## src/rtl/dsp_ctrl_pkg.sv

```systemverilog
// Shared types and constants for the DSP-slice MAC sequencer.
// Holds the FSM encoding, the slice OPMODE words and the default latencies.
package dsp_ctrl_pkg;

  typedef enum logic [1:0] {
    ST_IDLE  = 2'd0,
    ST_RUN   = 2'd1,
    ST_DRAIN = 2'd2,
    ST_DONE  = 2'd3
  } state_e;

  typedef logic [17:0] opnd_t;
  typedef logic [47:0] acc_t;

  // OPMODE words: bit0 selects X = M, bit3 selects Z = P, bit7 subtracts.
  localparam logic [7:0] OPM_FIRST     = 8'h01;
  localparam logic [7:0] OPM_ACC       = 8'h09;
  localparam logic [7:0] OPM_HOLD      = 8'h08;
  localparam logic [7:0] OPM_FIRST_SUB = 8'h81;
  localparam logic [7:0] OPM_SUB_BIT   = 8'h80;

  localparam int LEN_W_DEF   = 10;
  localparam int OPM_DLY_DEF = 2;
  localparam int RES_LAT_DEF = 3;

  function automatic logic [7:0] beat_opmode(input logic first, input logic sub);
    if (first) return sub ? OPM_FIRST_SUB : OPM_FIRST;
    return sub ? (OPM_ACC | OPM_SUB_BIT) : OPM_ACC;
  endfunction

endpackage

```

## src/rtl/dsp_opm_delay.sv

```systemverilog
// Fixed-depth delay line that lines the OPMODE word up with the slice's M stage.
// DEPTH = 0 degenerates to a wire.
module dsp_opm_delay #(
  parameter int         DEPTH   = 2,
  parameter int         W       = 8,
  parameter logic [W-1:0] RST_VAL = '0
) (
  input  logic         clk,
  input  logic         rst,
  input  logic [W-1:0] d,
  output logic [W-1:0] q
);

  generate
    if (DEPTH == 0) begin : g_wire
      assign q = d;
    end else begin : g_pipe
      logic [DEPTH-1:0][W-1:0] pipe_q, pipe_d;

      always_comb begin
        pipe_d    = pipe_q;
        pipe_d[0] = d;
        for (int i = 1; i < DEPTH; i++) pipe_d[i] = pipe_q[i-1];
      end

      always_ff @(posedge clk or posedge rst) begin
        if (rst) pipe_q <= {DEPTH{RST_VAL}};
        else     pipe_q <= pipe_d;
      end

      assign q = pipe_q[DEPTH-1];
    end
  endgenerate

endmodule

```

## src/rtl/dsp_mac_sequencer.sv

```systemverilog
// Sequences a vector multiply-accumulate job through an external DSP slice:
// feeds operands, schedules OPMODE/CE/RST and captures the final P into a result handshake.
module dsp_mac_sequencer
  import dsp_ctrl_pkg::*;
#(
  parameter int LEN_W   = LEN_W_DEF,
  parameter int OPM_DLY = OPM_DLY_DEF,
  parameter int RES_LAT = RES_LAT_DEF
) (
  input  logic             clk,
  input  logic             rst,
  input  logic             start,
  input  logic [LEN_W-1:0] cfg_len,
  input  logic             cfg_sub,
  input  logic             in_valid,
  output logic             in_ready,
  input  logic [17:0]      in_a,
  input  logic [17:0]      in_b,
  output logic [17:0]      dsp_a,
  output logic [17:0]      dsp_b,
  output logic [7:0]       dsp_opmode,
  output logic             dsp_cep,
  output logic             dsp_rstp,
  input  logic [47:0]      dsp_p,
  output logic             out_valid,
  input  logic             out_ready,
  output logic [47:0]      out_result,
  output logic             busy
);

  localparam int DRN_W = (RES_LAT < 1) ? 1 : $clog2(RES_LAT + 1);

  state_e           state_q, state_d;
  logic [LEN_W-1:0] cfg_len_q, cfg_len_d;
  logic             cfg_sub_q, cfg_sub_d;
  logic [LEN_W-1:0] beat_cnt_q, beat_cnt_d;
  logic [DRN_W-1:0] drn_cnt_q, drn_cnt_d;
  opnd_t            dsp_a_q, dsp_a_d, dsp_b_q, dsp_b_d;
  logic [7:0]       opm_q, opm_d;
  logic             dsp_cep_q, dsp_cep_d;
  logic             dsp_rstp_q, dsp_rstp_d;
  logic             in_ready_q, in_ready_d;
  logic             busy_q, busy_d;
  logic             out_valid_q, out_valid_d;
  acc_t             out_result_q, out_result_d;
  logic             accept, last_beat;

  assign accept    = in_valid && in_ready_q;
  assign last_beat = (beat_cnt_q == cfg_len_q - LEN_W'(1));

  always_comb begin
    state_d      = state_q;
    cfg_len_d    = cfg_len_q;
    cfg_sub_d    = cfg_sub_q;
    beat_cnt_d   = beat_cnt_q;
    drn_cnt_d    = drn_cnt_q;
    out_valid_d  = out_valid_q;
    out_result_d = out_result_q;
    dsp_rstp_d   = 1'b0;
    dsp_a_d      = '0;
    dsp_b_d      = '0;
    opm_d        = OPM_HOLD;

    unique case (state_q)
      ST_IDLE: begin
        if (start) begin
          cfg_len_d  = cfg_len;
          cfg_sub_d  = cfg_sub;
          beat_cnt_d = '0;
          if (cfg_len == '0) begin
            state_d      = ST_DONE;
            out_valid_d  = 1'b1;
            out_result_d = '0;
          end else begin
            state_d    = ST_RUN;
            dsp_rstp_d = 1'b1;
          end
        end
      end
      ST_RUN: begin
        if (accept) begin
          dsp_a_d = in_a;
          dsp_b_d = in_b;
          opm_d   = beat_opmode(beat_cnt_q == '0, cfg_sub_q);
          if (last_beat) begin
            state_d   = ST_DRAIN;
            drn_cnt_d = '0;
          end else begin
            beat_cnt_d = beat_cnt_q + LEN_W'(1);
          end
        end
      end
      ST_DRAIN: begin
        // The first DRAIN cycle is the last beat on dsp_a; P settles RES_LAT cycles later.
        if (drn_cnt_q == DRN_W'(RES_LAT)) begin
          state_d      = ST_DONE;
          out_valid_d  = 1'b1;
          out_result_d = dsp_p;
        end else begin
          drn_cnt_d = drn_cnt_q + DRN_W'(1);
        end
      end
      ST_DONE: begin
        if (out_ready) begin
          state_d     = ST_IDLE;
          out_valid_d = 1'b0;
        end
      end
      default: state_d = ST_IDLE;
    endcase

    in_ready_d = (state_d == ST_RUN);
    dsp_cep_d  = (state_d == ST_RUN) || (state_d == ST_DRAIN);
    busy_d     = (state_d != ST_IDLE);
  end

  always_ff @(posedge clk or posedge rst) begin
    if (rst) begin
      state_q      <= ST_IDLE;
      cfg_len_q    <= '0;
      cfg_sub_q    <= 1'b0;
      beat_cnt_q   <= '0;
      drn_cnt_q    <= '0;
      dsp_a_q      <= '0;
      dsp_b_q      <= '0;
      opm_q        <= OPM_HOLD;
      dsp_cep_q    <= 1'b0;
      dsp_rstp_q   <= 1'b0;
      in_ready_q   <= 1'b0;
      busy_q       <= 1'b0;
      out_valid_q  <= 1'b0;
      out_result_q <= '0;
    end else begin
      state_q      <= state_d;
      cfg_len_q    <= cfg_len_d;
      cfg_sub_q    <= cfg_sub_d;
      beat_cnt_q   <= beat_cnt_d;
      drn_cnt_q    <= drn_cnt_d;
      dsp_a_q      <= dsp_a_d;
      dsp_b_q      <= dsp_b_d;
      opm_q        <= opm_d;
      dsp_cep_q    <= dsp_cep_d;
      dsp_rstp_q   <= dsp_rstp_d;
      in_ready_q   <= in_ready_d;
      busy_q       <= busy_d;
      out_valid_q  <= out_valid_d;
      out_result_q <= out_result_d;
    end
  end

  // opm_q is aligned with dsp_a; the delay line moves it to the slice's M stage.
  dsp_opm_delay #(
    .DEPTH   (OPM_DLY),
    .W       (8),
    .RST_VAL (OPM_HOLD)
  ) u_opm_delay (
    .clk (clk),
    .rst (rst),
    .d   (opm_q),
    .q   (dsp_opmode)
  );

  assign dsp_a      = dsp_a_q;
  assign dsp_b      = dsp_b_q;
  assign dsp_cep    = dsp_cep_q;
  assign dsp_rstp   = dsp_rstp_q;
  assign in_ready   = in_ready_q;
  assign busy       = busy_q;
  assign out_valid  = out_valid_q;
  assign out_result = out_result_q;

endmodule

```

## config.mk

```make
export PLATFORM = sky130hd
export DESIGN_NAME = dsp_mac_sequencer
export DESIGN_NICKNAME = d
export VERILOG_FILES = /design/src/rtl/dsp_ctrl_pkg.sv /design/src/rtl/dsp_opm_delay.sv /design/src/rtl/dsp_mac_sequencer.sv
export SDC_FILE = /design/constraint.sdc
export NUM_CORES = 1
export LEC_CHECK = 0
export ABC_AREA = 1
export BUFFER_PORTS_ARGS = -buffer_cell sky130_fd_sc_hd__buf_4
export CAP_MARGIN = 40
export CORE_MARGIN = 2
export CORE_UTILIZATION = 45
export DETAILED_ROUTE_END_ITERATION = 10
export PLACE_DENSITY = 0.76
export SKIP_LAST_GASP = 1
export SLEW_MARGIN = 20
export SYNTH_ARGS = -nofsm -noshare
export SYNTH_HDL_FRONTEND = slang
export SYNTH_SLANG_ARGS = --single-unit
```

## constraint.sdc

```tcl
create_clock -name clk -period 3.9 [get_ports clk]
set_input_delay 0.78 -clock clk [delete_from_list [all_inputs] [get_ports clk]]
set_output_delay 0.78 -clock clk [all_outputs]
set_load 0.05 [all_outputs]
```

==> results.md <==
- Setup TNS: 0 ps
- Footprint of the multi-input gates: 2040 µm²
- Final setup viols: 0
- Layout cells sized above 1: 29.8%
- R2R setup slack: 1240 ps
- Hold Path Class: reg -> reg
- Post-Syn Instances: 659
- Detail Placement HPWL: 9570 µm
- CP endpoint kind: flop
- Status: finished clean
- RSZ-0062 raised after global routing: false
- Worst slew pin tran: 810 ps
- CTS sink cnt: 123
- Slew HR: 45.9%
- Worst R2R End: beat_cnt_q[9]$_DFFE_PP0P_
- Post-CTS sizing: 0
- FMAX: 376 MHz
- Fraction of the mapped netlist area in adder cells: 1.14%
- Clock skew: 9.88 ps
- Hold Startpoint: u_opm_delay.g_pipe.pipe_d[8]$_DFF_PP0_
- Max clock buf depth: 2
- Remaining Overflow, GRT: 0
- GP Congestion: 0.891
- Initial antenna violation count: 0
- Static leakage: 4.21 nW
- Crit path max fanout: 39
- Die width: 115 µm
- GRT Overall Usage: 21.6%
- Final Cell Area: 7570 µm²
- Power per standard cell area: 871 nW/µm²
- Worst r2r path cells: 9
- Hold-critical path endpoint: u_opm_delay.q[0]$_DFF_PP0_
- Initial core utilization: 46.0%
- FP Rows: 40
- Compound-cell area share of the yosys netlist: 1.52%
- Max cap viols: 0
- First-pass GRT wire length: 22000 µm
- Yosys cell types: 31
- Syn-to-layout area delta: 37.7%
- Vias in the first global route: 4523
- Post-layout nets: 944
- Crit Path Class: reg -> reg
- Pin count of the biggest net entering global routing: 124
- # diodes: 0
- Synth Cell Area: 5500 µm²
- Setup bufs post-CTS: 0
- Number of buffers created by CTS: 17
- FF/Latch Area: 3080 µm²
- Root buffer cell: clkbuf_16
- Simple-gate portion of the synthesized area: 31.7%
- Final ANT Viol Nets: 0
- DRT iter0 DRCs: 439
- Register clock-pin slew on the reported worst setup and hold paths: 50 ps
- Post-layout min period: 2660 ps
- Peak VDD IR: 0.380 mV
- Yosys reg bits: 123
- Buffers on Ports: 191
- CTS tree: yes
- Most frequent cells in the layout: 233 x nand2_1, 194 x buf_4, 120 x dfrtp_1
- CP Data Required Time: 4190 ps
- Drt total wl: 13800 µm
- Placed Area: 7000 µm²
- Core area: 12000 µm²
- Via count: 4737
- Residual DRC count: 0
- Count of hold-fix buffers inserted at cts: 0
- Fillers: 1028
- Synth warnings: 0
- Clock latency on the worst-skew pair: 410 ps
- Crit path launch type: flop
- Arrival time at the worst endpoint: 2950 ps
- Post-synthesis xor/xnor area fraction: 2.07%
- Die H: 115 µm
- Post-DR wirelength/cell: 13.8 µm
- RR Startpoint: state_q[0]$_DFF_PP0_
- Crit. Startpoint: state_q[0]$_DFF_PP0_
- H-tree levels: 4
- Max Slew Vio Count: 0
- I/O pins: 197
- Most common cell after layout, fill and taps aside: nand2_1
- Combinational family with the most area after synthesis: simple AND/OR/NAND/NOR gates
- Sequential area share after synthesis: 56.0%
- Period utilisation layout: 68.1%
- DR vias/cell: 4.75
- Multiplexer area fraction after synthesis: 0.205%
- Die ar.: 13100 µm²
- Avg Inst Size Synth: 8.34 µm²
- DRT Pass-1 Iters: 5
- Hold Crit Depth: 0
- Final Hold Fails: 0
-- critical path: stages, from the launching register on --
cell and delay [ps]:
dfrtp_1 460, inv_2 70, nor2_1 560, inv_2 490
nor2_2 250, inv_1 80, nand2_1 300, o21ai_4 180
nand2_1 100, nand2_1 60
-- cell usage after synthesis (all sizes together) --
library cell | n | area, µm²
nand2 | 237 | 900
dfrtp | 120 | 3000
nor2 | 78 | 335
nand3 | 67 | 353
inv | 57 | 214
clkbuf | 21 | 80.1
buf | 17 | 105
nand4 | 16 | 100
o21ai | 8 | 51.3
xor2 | 8 | 70.1
a21oi | 5 | 25.0
ha | 5 | 62.6
xnor2 | 5 | 43.8
nor3 | 4 | 20.0
dfstp | 3 | 78.8
nand3b | 2 | 15.0
nor4 | 2 | 12.5
conb | 1 | 3.75
mux2 | 1 | 11.3
o21a | 1 | 7.51
or4 | 1 | 7.51
-- flip-flops by register name (all words and copies together) (netlist names), 2 cells and up --
name / cells
out_result: 48
dsp_a: 18
dsp_b: 18
beat_cnt_q: 10
cfg_len_q: 10
opm_q: 3
u_opm_delay.g_pipe.pipe_d: 3
u_opm_delay.q: 3
drn_cnt_q: 2
state_q: 2
-- cells by family after synthesis --
kind of cell / Yosys count
and+or+nand+nor: 407
DFF: 123
buffers and inverters: 95
AOI/OAI and AO/OA: 14
xor gates and xnor gates: 13
adders and majority gates: 5
other: 1
muxes: 1
-- per-stage QoR --
step	hold WS, ps	worst slack (ps)	cells	utilization [%]	power, mW
final	345	1240	998	63.3	6.60
after CTS	348	1270	998	63.3	6.65
after global routing	355	1000	998	63.3	7.00
after detailed placement	336	1280	967	58.5	5.12
after global placement	335	1380	967	58.5	5.07
after floorplan	331	1610	663	-	4.21
-- power by group --
group	total [mW]	switching, mW	internal, mW
Clock	1.51	0.523	0.983
Sequential	1.95	0.268	1.69
Combinational	3.14	2.27	0.864
Total	6.60	3.06	3.53
-- metal layers --
layer  GRT usage (%)  part of all wire [%]
met3            7.57                   8.3
met2            34.2                    47
met1            26.6                    43
met4            9.67                   1.5
met5               0                     0
-- how the worst max path moves through the flow --
stage | end | slack [ps]
after floorplan | beat_cnt_q[0]$_DFFE_PP0P_ | 1610
after global placement | beat_cnt_q[6]$_DFFE_PP0P_ | 1380
after detailed placement | beat_cnt_q[9]$_DFFE_PP0P_ | 1280
after CTS | beat_cnt_q[9]$_DFFE_PP0P_ | 1270
after global routing | beat_cnt_q[9]$_DFFE_PP0P_ | 1000
final | beat_cnt_q[9]$_DFFE_PP0P_ | 1240
-- layout make-up --
class | count | share of cell area [%]
Tap cell | 147 | 2.43
Clock inverter | 7 | 1.19
Clock buffer | 24 | 6.36
Sequential cell | 123 | 40.7
Timing Repair Buffer | 195 | 19.5
Multi-Input combinational cell | 445 | 27.0
Inverter | 57 | 2.87
No activity file was read; power rests on OpenSTA's default activity.
